`src/rtl/k7_tape_decoder.sv`:
```
// k7_tape_decoder: cassette-tape bit/byte decoder.
// A rising edge of the synchronised tape input ends one period. The period
// length is measured in clk_sys cycles and decides the bit: short periods are
// 1, long periods are 0. Bits are framed as start(0), 8 data bits LSB first,
// a parity bit and a stop bit(1). Completed bytes go out through a
// valid/ready holding register.
// Optional build macro: K7_PARITY_CHECK_EN. When it is defined, odd parity
// over data+parity is enforced and a frame that fails the check is dropped
// with a frame_err pulse.
module k7_tape_decoder #(
  parameter int GLITCH_MIN = 2000,
  parameter int SPLIT      = 14000,
  parameter int LONG_MAX   = 30000
) (
  input  logic       clk_sys,
  input  logic       reset_n,
  input  logic       k7_tapein,
  output logic [7:0] data,
  output logic       data_valid,
  input  logic       data_ready,
  output logic       overrun,
  output logic       frame_err,
  output logic       carrier
);

  localparam logic [15:0] GLITCH_V = 16'(GLITCH_MIN);
  localparam logic [15:0] SPLIT_V  = 16'(SPLIT);
  localparam logic [15:0] LONG_V   = 16'(LONG_MAX);

  typedef enum logic [1:0] {S_IDLE, S_DATA, S_PARITY, S_STOP} state_t;

  state_t      state_q, state_d;
  logic [1:0]  sync_q, sync_d;
  logic        sync_dly_q, sync_dly_d;
  logic [15:0] cnt_q, cnt_d;
  logic [2:0]  idx_q, idx_d;
  logic [7:0]  shift_q, shift_d;
`ifdef K7_PARITY_CHECK_EN
  logic        par_q, par_d;
`endif
  logic [7:0]  data_q, data_d;
  logic        valid_q, valid_d;
  logic        overrun_q, overrun_d;
  logic        frame_err_q, frame_err_d;
  logic        carrier_q, carrier_d;

  logic rise, accept, lost, bit_vld, bit_one;
  logic byte_done, frame_bad, consume;

  // Edge detection, period counter and period classification.
  always_comb begin
    sync_d     = {sync_q[0], k7_tapein};
    sync_dly_d = sync_q[1];
    rise       = sync_q[1] & ~sync_dly_q;
    // Edges arriving before GLITCH_MIN are spikes: the period keeps running.
    accept     = rise & (cnt_q >= GLITCH_V);
    // A saturated counter is also above LONG_MAX, so it counts as carrier loss.
    lost       = (cnt_q > LONG_V);
    bit_vld    = accept & ~lost;
    bit_one    = (cnt_q <= SPLIT_V);
    if (accept)
      cnt_d = 16'd1;
    else if (cnt_q == 16'hFFFF)
      cnt_d = cnt_q;
    else
      cnt_d = cnt_q + 16'd1;
    if (lost)
      carrier_d = 1'b0;
    else if (bit_vld)
      carrier_d = 1'b1;
    else
      carrier_d = carrier_q;
  end

  // Frame FSM next state plus the output holding register and handshake.
  always_comb begin
    state_d   = state_q;
    idx_d     = idx_q;
    shift_d   = shift_q;
`ifdef K7_PARITY_CHECK_EN
    par_d     = par_q;
`endif
    byte_done = 1'b0;
    frame_bad = 1'b0;
    if (lost) begin
      // Carrier loss drops any partial byte.
      state_d = S_IDLE;
    end else if (bit_vld) begin
      case (state_q)
        S_IDLE: begin
          if (!bit_one) begin
            state_d = S_DATA;
            idx_d   = 3'd0;
          end
        end
        S_DATA: begin
          shift_d = {bit_one, shift_q[7:1]};
          idx_d   = idx_q + 3'd1;
          if (idx_q == 3'd7)
            state_d = S_PARITY;
        end
        S_PARITY: begin
`ifdef K7_PARITY_CHECK_EN
          par_d = bit_one;
`endif
          state_d = S_STOP;
        end
        S_STOP: begin
          state_d = S_IDLE;
          if (!bit_one)
            frame_bad = 1'b1;
`ifdef K7_PARITY_CHECK_EN
          else if (!(^{shift_q, par_q}))
            frame_bad = 1'b1;
`endif
          else
            byte_done = 1'b1;
        end
        default: state_d = S_IDLE;
      endcase
    end

    consume     = valid_q & data_ready;
    data_d      = data_q;
    valid_d     = valid_q & ~consume;
    overrun_d   = 1'b0;
    frame_err_d = frame_bad;
    if (byte_done) begin
      // The holding register accepts a new byte if it is empty or drains this cycle.
      if (!valid_q || consume) begin
        data_d  = shift_q;
        valid_d = 1'b1;
      end else begin
        overrun_d = 1'b1;
      end
    end
  end

  // State registers with asynchronous active-low reset.
  always_ff @(posedge clk_sys or negedge reset_n) begin
    if (!reset_n) begin
      sync_q      <= 2'b00;
      sync_dly_q  <= 1'b0;
      cnt_q       <= 16'd0;
      state_q     <= S_IDLE;
      idx_q       <= 3'd0;
      shift_q     <= 8'h00;
`ifdef K7_PARITY_CHECK_EN
      par_q       <= 1'b0;
`endif
      data_q      <= 8'h00;
      valid_q     <= 1'b0;
      overrun_q   <= 1'b0;
      frame_err_q <= 1'b0;
      carrier_q   <= 1'b0;
    end else begin
      sync_q      <= sync_d;
      sync_dly_q  <= sync_dly_d;
      cnt_q       <= cnt_d;
      state_q     <= state_d;
      idx_q       <= idx_d;
      shift_q     <= shift_d;
`ifdef K7_PARITY_CHECK_EN
      par_q       <= par_d;
`endif
      data_q      <= data_d;
      valid_q     <= valid_d;
      overrun_q   <= overrun_d;
      frame_err_q <= frame_err_d;
      carrier_q   <= carrier_d;
    end
  end

  assign data       = data_q;
  assign data_valid = valid_q;
  assign overrun    = overrun_q;
  assign frame_err  = frame_err_q;
  assign carrier    = carrier_q;

endmodule

```
`config.mk`:
```
export PLATFORM = sky130hd
export DESIGN_NAME = k7_tape_decoder
export DESIGN_NICKNAME = d
export VERILOG_FILES = /design/src/rtl/k7_tape_decoder.sv
export SDC_FILE = /design/constraint.sdc
export NUM_CORES = 1
export LEC_CHECK = 0
export ABC_AREA = 1
export ABC_CLOCK_PERIOD_IN_PS = 2000
export CAP_MARGIN = 20
export CORE_MARGIN = 10
export CORE_UTILIZATION = 35
export DETAILED_ROUTE_END_ITERATION = 8
export SYNTH_ARGS = -nofsm -noshare
export SYNTH_HDL_FRONTEND = slang
export SYNTH_SLANG_ARGS = --single-unit
```
`constraint.sdc`:
```
create_clock -name clk_sys -period 2 [get_ports clk_sys]
set_input_delay 0.2 -clock clk_sys [delete_from_list [all_inputs] [get_ports clk_sys]]
set_output_delay 0.2 -clock clk_sys [all_outputs]
set_load 0.02 [all_outputs]
```
==> results.py, run 1 <==
metrics = {
    "global_route": {
        "overflow": 0,
        "grt_use_total_pct": 10.26,
        "grt_pass1_vias": 1805,
        "grt_max_degree": 45,
        "grt_pass1_wl_um": 8728,
        "antenna_found_initial": 0,
    },
    "timing": {
        "slew_viol_final": 0,
        "setup_viol": 0,
        "fin_ws_ns": 0.1831,
        "hold_viol": 0,
        "fin_skew_ns": 0.01243,
        "worstMarginPinSlew_ns": 0.4165,
        "period_minus_slack_ns": 1.817,
        "timing.setup.tns_ns": 0,
        "max_freq_mhz": 550.4,
        "max_slew_margin_pct": 72.20,
        "finalCritPeriodShare_pct": 90.85,
        "rsz0062_at_grt": "false",
    },
    "yosys": {
        "async_flop_share_pct": 100.0,
        "synth_edf_count": 0,
        "synth_nets": 308,
        "ys_seq_elements": 44,
        "ys_seq_area_share_pct": 45.86,
        "synth_warnings": 0,
        "syn-cell-area_um2": 2401,
        "synthCells": 295,
        "synth.distinct_cells": 35,
        "ys.flop_type": "dfrtp_1",
        "synth_area_per_cell_um2": 8.139,
    },
    "drt": {
        "wirelength_um": 4998,
        "detail_route.wl_per_cell_um": 12.62,
        "met3WireLength_um": 302,
        "routed.top_layer": "met4",
        "met2_length_um": 2179,
        "met1_length_um": 2454,
        "drcViolationCount": 0,
        "antenna_left": 0,
        "drt_iter0_markers": 152,
        "drt-vias-per-instance": 4.944,
        "vias": 1958,
        "drtPass1Iterations": 5,
    },
    "cells_and_area": {
        "area_delta_synth_final_pct": 15.53,
        "fin_util_pct": 41.28,
        "antennaDiodeCount": 0,
        "drive_gt1_share_pct": 11.71,
        "nets": 328,
        "nFillCells": 657,
    },
    "clocking": {
        "worstSkewPairLatency_ns": 0.30,
        "clockBufferDepth": 2,
        "cts_buffers": 5,
        "htreeDepth": 2,
        "clock-root-buffer": "clkbuf_8",
        "cts_setup_buffers": 0,
        "cts_sinks": 44,
        "cts.clk_slew.worst_paths_ns": 0.09,
        "cts_tree": "done",
    },
    "pwr": {
        "peakVddDrop_v": 0.0002500,
        "power.leakage_nw": 1.397,
        "powerDensity_nw_per_um2": 593.4,
    },
    "die": {
        "ios": 16,
        "row_count": 30,
        "dieHeight_um": 102.8,
        "core_um2": 6719,
        "die_x_um": 102.8,
        "initial_core_util_pct": 35.74,
        "die-area_um2": 10570,
    },
    "placement": {
        "numPortBuffers": 15,
        "gp_congestion": 0.8910,
        "hpwl_um": 3708,
        "pre_cts_ws_ns": 0.1376,
    },
    "min_path": {
        "hp-class": "in -> reg",
    },
    "setup_path": {
        "critPathArrivalTime_ns": 2.02,
        "start_kind": "flip-flop",
        "path_class": "reg -> reg",
        "end_kind": "flip-flop",
        "worstPathRequired_ns": 2.20,
        "path_max_fanout": 8,
    },
    "outcome": {
        "status": "finished, final reports clean",
    },
    "flow_run": {
        "maxCapViolCount": 0,
    },
}
-- metrics by stage --
stage	hold WS, ns	power (mW)	instances	instance area, um2
after floorplan	-0.09559	0.9122	295	2401
after global placement	0.1939	0.9398	387	2641
after detailed placement	0.1957	0.9399	387	2641
after CTS	0.3195	1.673	396	2773
after global routing	0.3344	1.705	396	2774
final	0.3280	1.646	396	2774
-- cell usage in the layout, fill, tap and decap left out, types with 4 or more instances in the layout --
cell type / netlist / layout
a21oi_1: 6 / 6
inv_1: 27 / 27
clkbuf_8: 0 / 6
nor3_1: 6 / 6
ha_1: 9 / 9
dfrtp_1: 44 / 43
xor2_1: 4 / 4
nand2_1: 80 / 80
nand4_1: 8 / 8
nand2_2: 6 / 6
nor2_1: 25 / 25
o21ai_0: 17 / 17
nand3_1: 29 / 29
clkdlybuf4s50_1: 0 / 14
-- where the power goes --
group          switching, mW  internal, mW
logic                 0.0190       0.00997
registers           0.000905         0.892
clock network          0.316         0.409
total                  0.336          1.31
-- registers in the layout, summed over array words and instances (netlist names), 2 cells and up --
register and flops:
state_q 2, idx_q 3, cnt_q 16, sync_q 2
data 8, shift_q 8
-- synthesized netlist by cell type, drive strengths merged, types with 4 or more instances --
library cell  count  area, um2
dfrtp            44       1101
buf               4      28.78
nand3            32      182.7
o21ai            18      90.08
ha                9      112.6
xor2              4      35.03
a21oi             7      38.79
nor2             31      160.2
nor3              6      30.03
nand4             8      50.05
nand2            89      371.6
inv              29      108.9
-- logic make-up after synthesis --
logic type,after synthesis,synth area share [%]
AOI/OAI and AO/OA,31,7.087
xor gates and xnor gates,4,1.459
adders and majority gates,9,4.690
buffers and inverters,36,6.462
DFF,44,45.86
and+or+nand+nor,171,34.45
-- what timing repair did --
item | 4_1_cts | 5_1_grt
endpoints found under the hold margin | 44 | 0
hold buffers | 1 | 0
gates resized for setup | 0 | 1
setup endpoints to repair | 0 | 4
-- layout make-up --
type | instances | area [um2] | area share (%)
Clock buffer | 6 | 82.58 | 2.977
Clock inverter | 2 | 38.79 | 1.398
Inverter | 31 | 122.6 | 4.420
Multi-Input combinational cell | 215 | 1145 | 41.27
Sequential cell | 44 | 1102 | 39.74
Tap cell | 80 | 100.1 | 3.608
Timing Repair Buffer | 18 | 182.7 | 6.585
-- critical path: stages (launching register included) --
cell and delay (ns):
dfrtp_1 0.41, inv_1 0.11, ha_1 0.15, nand3_1 0.16, nor2_4 0.16, nand3_4 0.09
a21oi_2 0.24, nand3_2 0.22, nand2_1 0.12, nand2_1 0.05
-- layer usage --
metal,vias to the layer above,GRT usage (%)
li1,998,-
met1,901,14.20
met2,51,15.06
met3,8,2.346
met4,0,4.064
met5,-,0
-- worst paths after layout --
path | startpoint | to | slack, ns | depth (start not counted)
min in group asynchronous | reset_n | data[1]$_DFFE_PN0P_ | 0.39 | 3
worst max register to register | cnt_q[1]$_DFFE_PN0P_ | data[7]$_DFFE_PN0P_ | 0.18 | 9
max in group asynchronous | reset_n | cnt_q[0]$_DFFE_PN0P_ | 1.37 | 3
worst min-delay path | k7_tapein | sync_q[0]$_DFF_PN0_ | 0.33 | 1
worst min register to register | sync_q[0]$_DFF_PN0_ | sync_q[1]$_DFF_PN0_ | 0.35 | 0
worst max-delay path | cnt_q[1]$_DFFE_PN0P_ | data[7]$_DFFE_PN0P_ | 0.18 | 9
(Power assumes the default switching activity.)
==> run 2, diff against run 1 <==
- SETUP_SLACK_MARGIN: unset -> 0.3
==> run 2 against run 1 <==
  * Clock-buffer cell count unchanged
  * Via count rose by 6.9%
  * Routed wire length increased by 13%
  * Die area did not move
  * Worst setup slack better by 0.16 ns
==> results.py, run 2 (synthesis results as in run 1) <==
metrics = {
    "clocking": {
        "htreeDepth": 2,
        "cts_tree": "done",
        "worstSkewPairLatency_ns": 0.30,
        "cts_sinks": 44,
        "cts_buffers": 5,
        "clock-root-buffer": "clkbuf_8",
        "clockBufferDepth": 2,
        "cts.clk_slew.worst_paths_ns": 0.09,
    },
    "drt": {
        "antenna_left": 0,
        "drcViolationCount": 0,
        "wirelength_um": 5658,
        "detail_route.wl_per_cell_um": 13.54,
        "drt_iter0_markers": 112,
        "drtPass1Iterations": 4,
        "drt-vias-per-instance": 5.007,
        "vias": 2093,
    },
    "cells_and_area": {
        "drive_gt1_share_pct": 29.88,
        "area_delta_synth_final_pct": 32.83,
        "largest_reg_flops": 16,
        "layout_commonest_cell": "nand2_1",
        "stdcell_count": 418,
        "nets": 350,
        "final_area_um2": 3189,
        "final_cell_mix": "70 x nand2_1, 36 x dfrtp_1, 22 x nand3_1",
        "antennaDiodeCount": 0,
        "largest-register": "cnt_q",
    },
    "outcome": {
        "status": "finished, final reports clean",
    },
    "die": {
        "row_count": 30,
        "ios": 16,
        "initial_core_util_pct": 35.74,
        "die_x_um": 102.8,
        "core_um2": 6719,
        "die-area_um2": 10570,
        "dieHeight_um": 102.8,
    },
    "global_route": {
        "grt_pass1_vias": 1883,
        "overflow": 0,
        "grt_max_degree": 45,
        "antenna_found_initial": 0,
        "grt_use_total_pct": 10.69,
        "grt_pass1_wl_um": 9080,
    },
    "timing": {
        "finalCritPeriodShare_pct": 82.86,
        "period_minus_slack_ns": 1.657,
        "hold_viol": 0,
        "slew_viol_final": 0,
        "rsz0062_at_grt": "true",
        "max_freq_mhz": 603.4,
        "worstMarginPinSlew_ns": 0.3666,
        "timing.setup.tns_ns": 0,
        "setup_viol": 0,
        "fin_skew_ns": 0.009437,
        "max_slew_margin_pct": 75.38,
    },
    "placement": {
        "placed_area_um2": 2641,
        "gp_congestion": 0.8910,
        "numPortBuffers": 15,
        "placed_cells": 387,
        "hpwl_um": 3708,
    },
    "setup_path": {
        "path_max_fanout": 4,
        "critPathBufInv": 1,
        "path_class": "reg -> reg",
        "cp_slowest_cell": "dfrtp_1",
        "worstPathRequired_ns": 2.20,
        "end_kind": "flip-flop",
        "start_kind": "flip-flop",
        "crit_family": "simple AND/OR/NAND/NOR gates",
        "crit_chain": "ha_2 -> inv_2 -> nor2_2 -> nand4_1 -> nor2_2 -> nor3_1 -> nor3_1",
        "critPathArrivalTime_ns": 1.86,
        "cpPeakStageDelay_ns": 0.43,
    },
    "flow_run": {
        "maxCapViolCount": 0,
    },
    "min_path": {
        "hp-class": "in -> reg",
    },
    "pwr": {
        "powerDensity_nw_per_um2": 517.3,
        "power.leakage_nw": 1.495,
        "finalPower_mw": 1.650,
        "peakVddDrop_v": 0.0002676,
    },
}
## run 2: cell count changes in the layout (fill, tap and decap cells not counted), moves of 4 or more
cell,change
dfrtp_2,+7
nor2_1,-5
nand3_2,+5
inv_2,+5
nand2_2,+5
nor2_4,+4
inv_1,-6
nand3_1,-7
dfrtp_1,-7
buf_4,+17
nand2_1,-10
## run 2: area by class of cell
cell class | count | area (um2)
inverters | 31 | 133.9
repair buffers | 37 | 350.3
multi-input cells | 218 | 1373
flip-flops and latches | 44 | 1111
clock buffers | 6 | 82.58
well taps | 80 | 100.1
fillers | 610 | 3530
clock inverters | 2 | 38.79
## run 2: report_power, final
part | total [mW] | switching (mW) | internal [mW]
registers | 0.893 | 0.000920 | 0.892
logic | 0.0299 | 0.0199 | 0.00997
clock network | 0.727 | 0.319 | 0.409
## run 2: what timing repair did
item                                    CTS  global route
endpoints found under the setup margin   32            38
resized for setup                        14            45
hold buffers                              1             0
setup buffers                             4            15
pin swaps                                 4            15
cloned                                    2             1
endpoints found under the hold margin    44             0
## run 2: per-stage QoR
stage                     util [%]  hold slack (ns)  setup WS [ns]
after floorplan                  -         -0.09559         0.4217
after global placement       39.31           0.1939         0.1651
after detailed placement     39.31           0.1957         0.1376
after CTS                    42.87           0.3195         0.2942
after global routing         47.47           0.3335         0.2422
final                        47.47           0.3279         0.3429
## run 2: metal layers
metal | global-route usage [%] | part of all wire, % | vias to the layer above
met5 | 0 | 0 | -
met4 | 4.706 | 1.5 | 0
met3 | 2.346 | 4.9 | 10
met2 | 15.65 | 46 | 43
met1 | 14.72 | 47 | 993
li1 | - | - | 1047
## run 2: worst paths after layout
kind / startpoint / endpoint / slack, ns / cells past startpoint
worst min-delay path: k7_tapein / sync_q[0]$_DFF_PN0_ / 0.33 / 1
worst max-delay path: cnt_q[0]$_DFFE_PN0P_ / cnt_q[2]$_DFFE_PN0P_ / 0.34 / 7
min in group asynchronous: reset_n / data[1]$_DFFE_PN0P_ / 0.39 / 3
worst max register to register: cnt_q[0]$_DFFE_PN0P_ / cnt_q[2]$_DFFE_PN0P_ / 0.34 / 7
max in group asynchronous: reset_n / cnt_q[6]$_DFFE_PN0P_ / 1.38 / 3
worst min register to register: sync_q[0]$_DFF_PN0_ / sync_q[1]$_DFF_PN0_ / 0.35 / 0
==> run 3, diff against run 2 <==
- ABC_CLOCK_PERIOD_IN_PS: 2000 -> 1600
- clock period: 2 -> 1.6 ns (I/O delays scaled with it)
==> run 3 against run 2 <==
  * The flow now finishes with violations (negative setup slack)
  * Maximum frequency up 3.4%
  * Final cell count is 5.5% higher
  * Core utilization up 4.9 points
  * Sequential power is 25% higher
  * Hold slack worse by 0.037 ns
  * Register-to-register slack got worse by 0.35 ns
  * Worst setup slack worse by 0.35 ns
  * Clock skew grew 0.00092 ns
  * Via count grew 7.4%
  * Clock power increased by 22%
  * Global-route usage rose by 1.6 points
  * Combinational power increased by 27%
  * Highest routed layer unchanged
==> results.py, run 3 (synthesis results as in run 1) <==
metrics = {
    "clocking": {
        "clock-root-buffer": "clkbuf_8",
        "cts_tree": "done",
        "clockBufferDepth": 2,
        "cts_buffers": 5,
        "cts.clk_slew.worst_paths_ns": 0.09,
        "worstSkewPairLatency_ns": 0.31,
        "cts_sinks": 44,
        "htreeDepth": 2,
    },
    "die": {
        "die-area_um2": 10570,
        "initial_core_util_pct": 35.74,
        "row_count": 30,
        "core_um2": 6719,
        "dieHeight_um": 102.8,
        "die_x_um": 102.8,
        "ios": 16,
    },
    "cells_and_area": {
        "layout_commonest_cell": "nand2_1",
        "area_delta_synth_final_pct": 46.48,
        "largest-register": "cnt_q",
        "final_cell_mix": "60 x nand2_1, 41 x dfrtp_1, 35 x buf_4",
        "final_area_um2": 3517,
        "drive_gt1_share_pct": 39.61,
        "nets": 373,
        "stdcell_count": 441,
        "largest_reg_flops": 16,
        "antennaDiodeCount": 0,
        "nFillCells": 596,
    },
    "placement": {
        "numPortBuffers": 15,
        "gp_congestion": 0.9435,
        "placed_area_um2": 2869,
        "placed_cells": 412,
        "hpwl_um": 4167,
    },
    "setup_path": {
        "end_kind": "flip-flop",
        "cp_slowest_cell": "dfrtp_1",
        "path_class": "reg -> reg",
        "crit_chain": "nand2_2 -> nor2_2 -> a21oi_2 -> nand2_4 -> a21oi_4 -> nand3_4 -> nand2_1 -> nand2_1",
        "worstPathRequired_ns": 1.80,
        "critPathArrivalTime_ns": 1.80,
        "cpPeakStageDelay_ns": 0.42,
        "cp_common_cell": "nand2_1",
        "path_max_fanout": 8,
        "start_kind": "flip-flop",
    },
    "timing": {
        "finalCritPeriodShare_pct": 100.2,
        "hold_viol": 0,
        "fin_skew_ns": 0.01036,
        "max_slew_margin_pct": 69.82,
        "slew_viol_final": 0,
        "worstMarginPinSlew_ns": 0.4527,
        "rsz0062_at_grt": "true",
        "setup_viol": 1,
        "period_minus_slack_ns": 1.603,
        "fin_ws_ns": -0.002970,
        "max_freq_mhz": 623.8,
    },
    "drt": {
        "vias": 2247,
        "drt-vias-per-instance": 5.095,
        "met2_length_um": 3235,
        "routed.top_layer": "met4",
        "wirelength_um": 6501,
        "detail_route.wl_per_cell_um": 14.74,
        "drtPass1Iterations": 4,
        "antenna_left": 0,
        "met1_length_um": 2928,
        "drcViolationCount": 0,
        "met3WireLength_um": 264,
        "drt_iter0_markers": 82,
    },
    "flow_run": {
        "maxCapViolCount": 0,
    },
    "global_route": {
        "grt_use_total_pct": 12.33,
        "grt_pass1_wl_um": 10490,
        "grt_pass1_vias": 2239,
        "grt_max_degree": 28,
        "overflow": 0,
        "antenna_found_initial": 0,
    },
    "pwr": {
        "powerDensity_nw_per_um2": 580.4,
        "peakVddDrop_v": 0.0002920,
        "finalPower_mw": 2.041,
        "power.leakage_nw": 1.753,
    },
    "outcome": {
        "status": "finished, violations left",
        "violations": "negative setup slack",
    },
    "min_path": {
        "hp-class": "in -> reg",
    },
}
run 3: cell count changes in the layout (fill, tap and decap cells not counted), moves of 8 or more:
cell | previous run | this run
dlygate4sd2_1 | 0 | 12
nand2_1 | 70 | 60
o21ai_0 | 17 | 7
nand2_2 | 11 | 19
clkdlybuf4s50_1 | 14 | 2
o21ai_1 | 0 | 9
buf_4 | 18 | 35
run 3: worst paths after layout:
kind / startpoint / to / slack (ns) / cells after the start
worst max-delay path: cnt_q[13]$_DFFE_PN0P_ / data[4]$_DFFE_PN0P_ / -0.003 / 8
worst min-delay path: k7_tapein / sync_q[0]$_DFF_PN0_ / 0.29 / 1
worst max register to register: cnt_q[13]$_DFFE_PN0P_ / data[4]$_DFFE_PN0P_ / -0.003 / 8
worst min register to register: sync_q[0]$_DFF_PN0_ / sync_q[1]$_DFF_PN0_ / 0.36 / 0
max in group asynchronous: reset_n / cnt_q[8]$_DFFE_PN0P_ / 0.76 / 3
min in group asynchronous: reset_n / sync_q[0]$_DFF_PN0_ / 0.33 / 2
run 3: through the flow:
step	setup slack, ns	util, %	TNS (ns)	hold WS [ns]
after global routing	-0.1025	52.35	-1.604	0.2806
final	-0.002970	52.35	-0.002970	0.2909
after floorplan	0.06958	-	0	-0.1356
after global placement	-0.07086	42.70	-0.5255	0.1247
after CTS	0.03286	49.27	0	0.2904
after detailed placement	-0.1237	42.70	-0.9105	0.1318
run 3: critical path: cells and delay by family (launching register included):
| kind | cells | cell delay, ns |
|---|---|---|
| compound gates | 2 | 0.41 |
| flops | 1 | 0.42 |
| simple gates | 6 | 0.66 |
run 3: timing repair:
action                                 in CTS  in global routing
endpoints found under the hold margin      17                  0
hold buffers                                1                  0
setup buffers                              12                  5
resized for setup                          77                 33
cloned                                      2                  1
pin swaps                                  25                 12
setup endpoints to repair                  53                 41
run 3: report_power, final:
group          leakage [nW]  total [mW]  internal (mW)  switching [mW]
Combinational          1.10      0.0379         0.0122          0.0257
Sequential            0.590        1.12           1.11         0.00116
Clock                0.0583       0.888          0.471           0.417
run 3: cell type report:
cell class / instances / area [um2] / area share, %
inverter: 31 / 125.1 / 3.557
clock buffer: 5 / 68.82 / 1.957
timing repair buffer: 61 / 559.3 / 15.90
multi-input combinational: 217 / 1511 / 42.97
clock inverter: 3 / 47.55 / 1.352
tap: 80 / 100.1 / 2.846
sequential: 44 / 1105 / 31.41
run 3: routing by layer:
metal	track usage (%)	up-vias
met5	0	-
met3	2.480	9
met1	15.57	1084
met4	4.706	0
met2	20.26	57
li1	-	1097
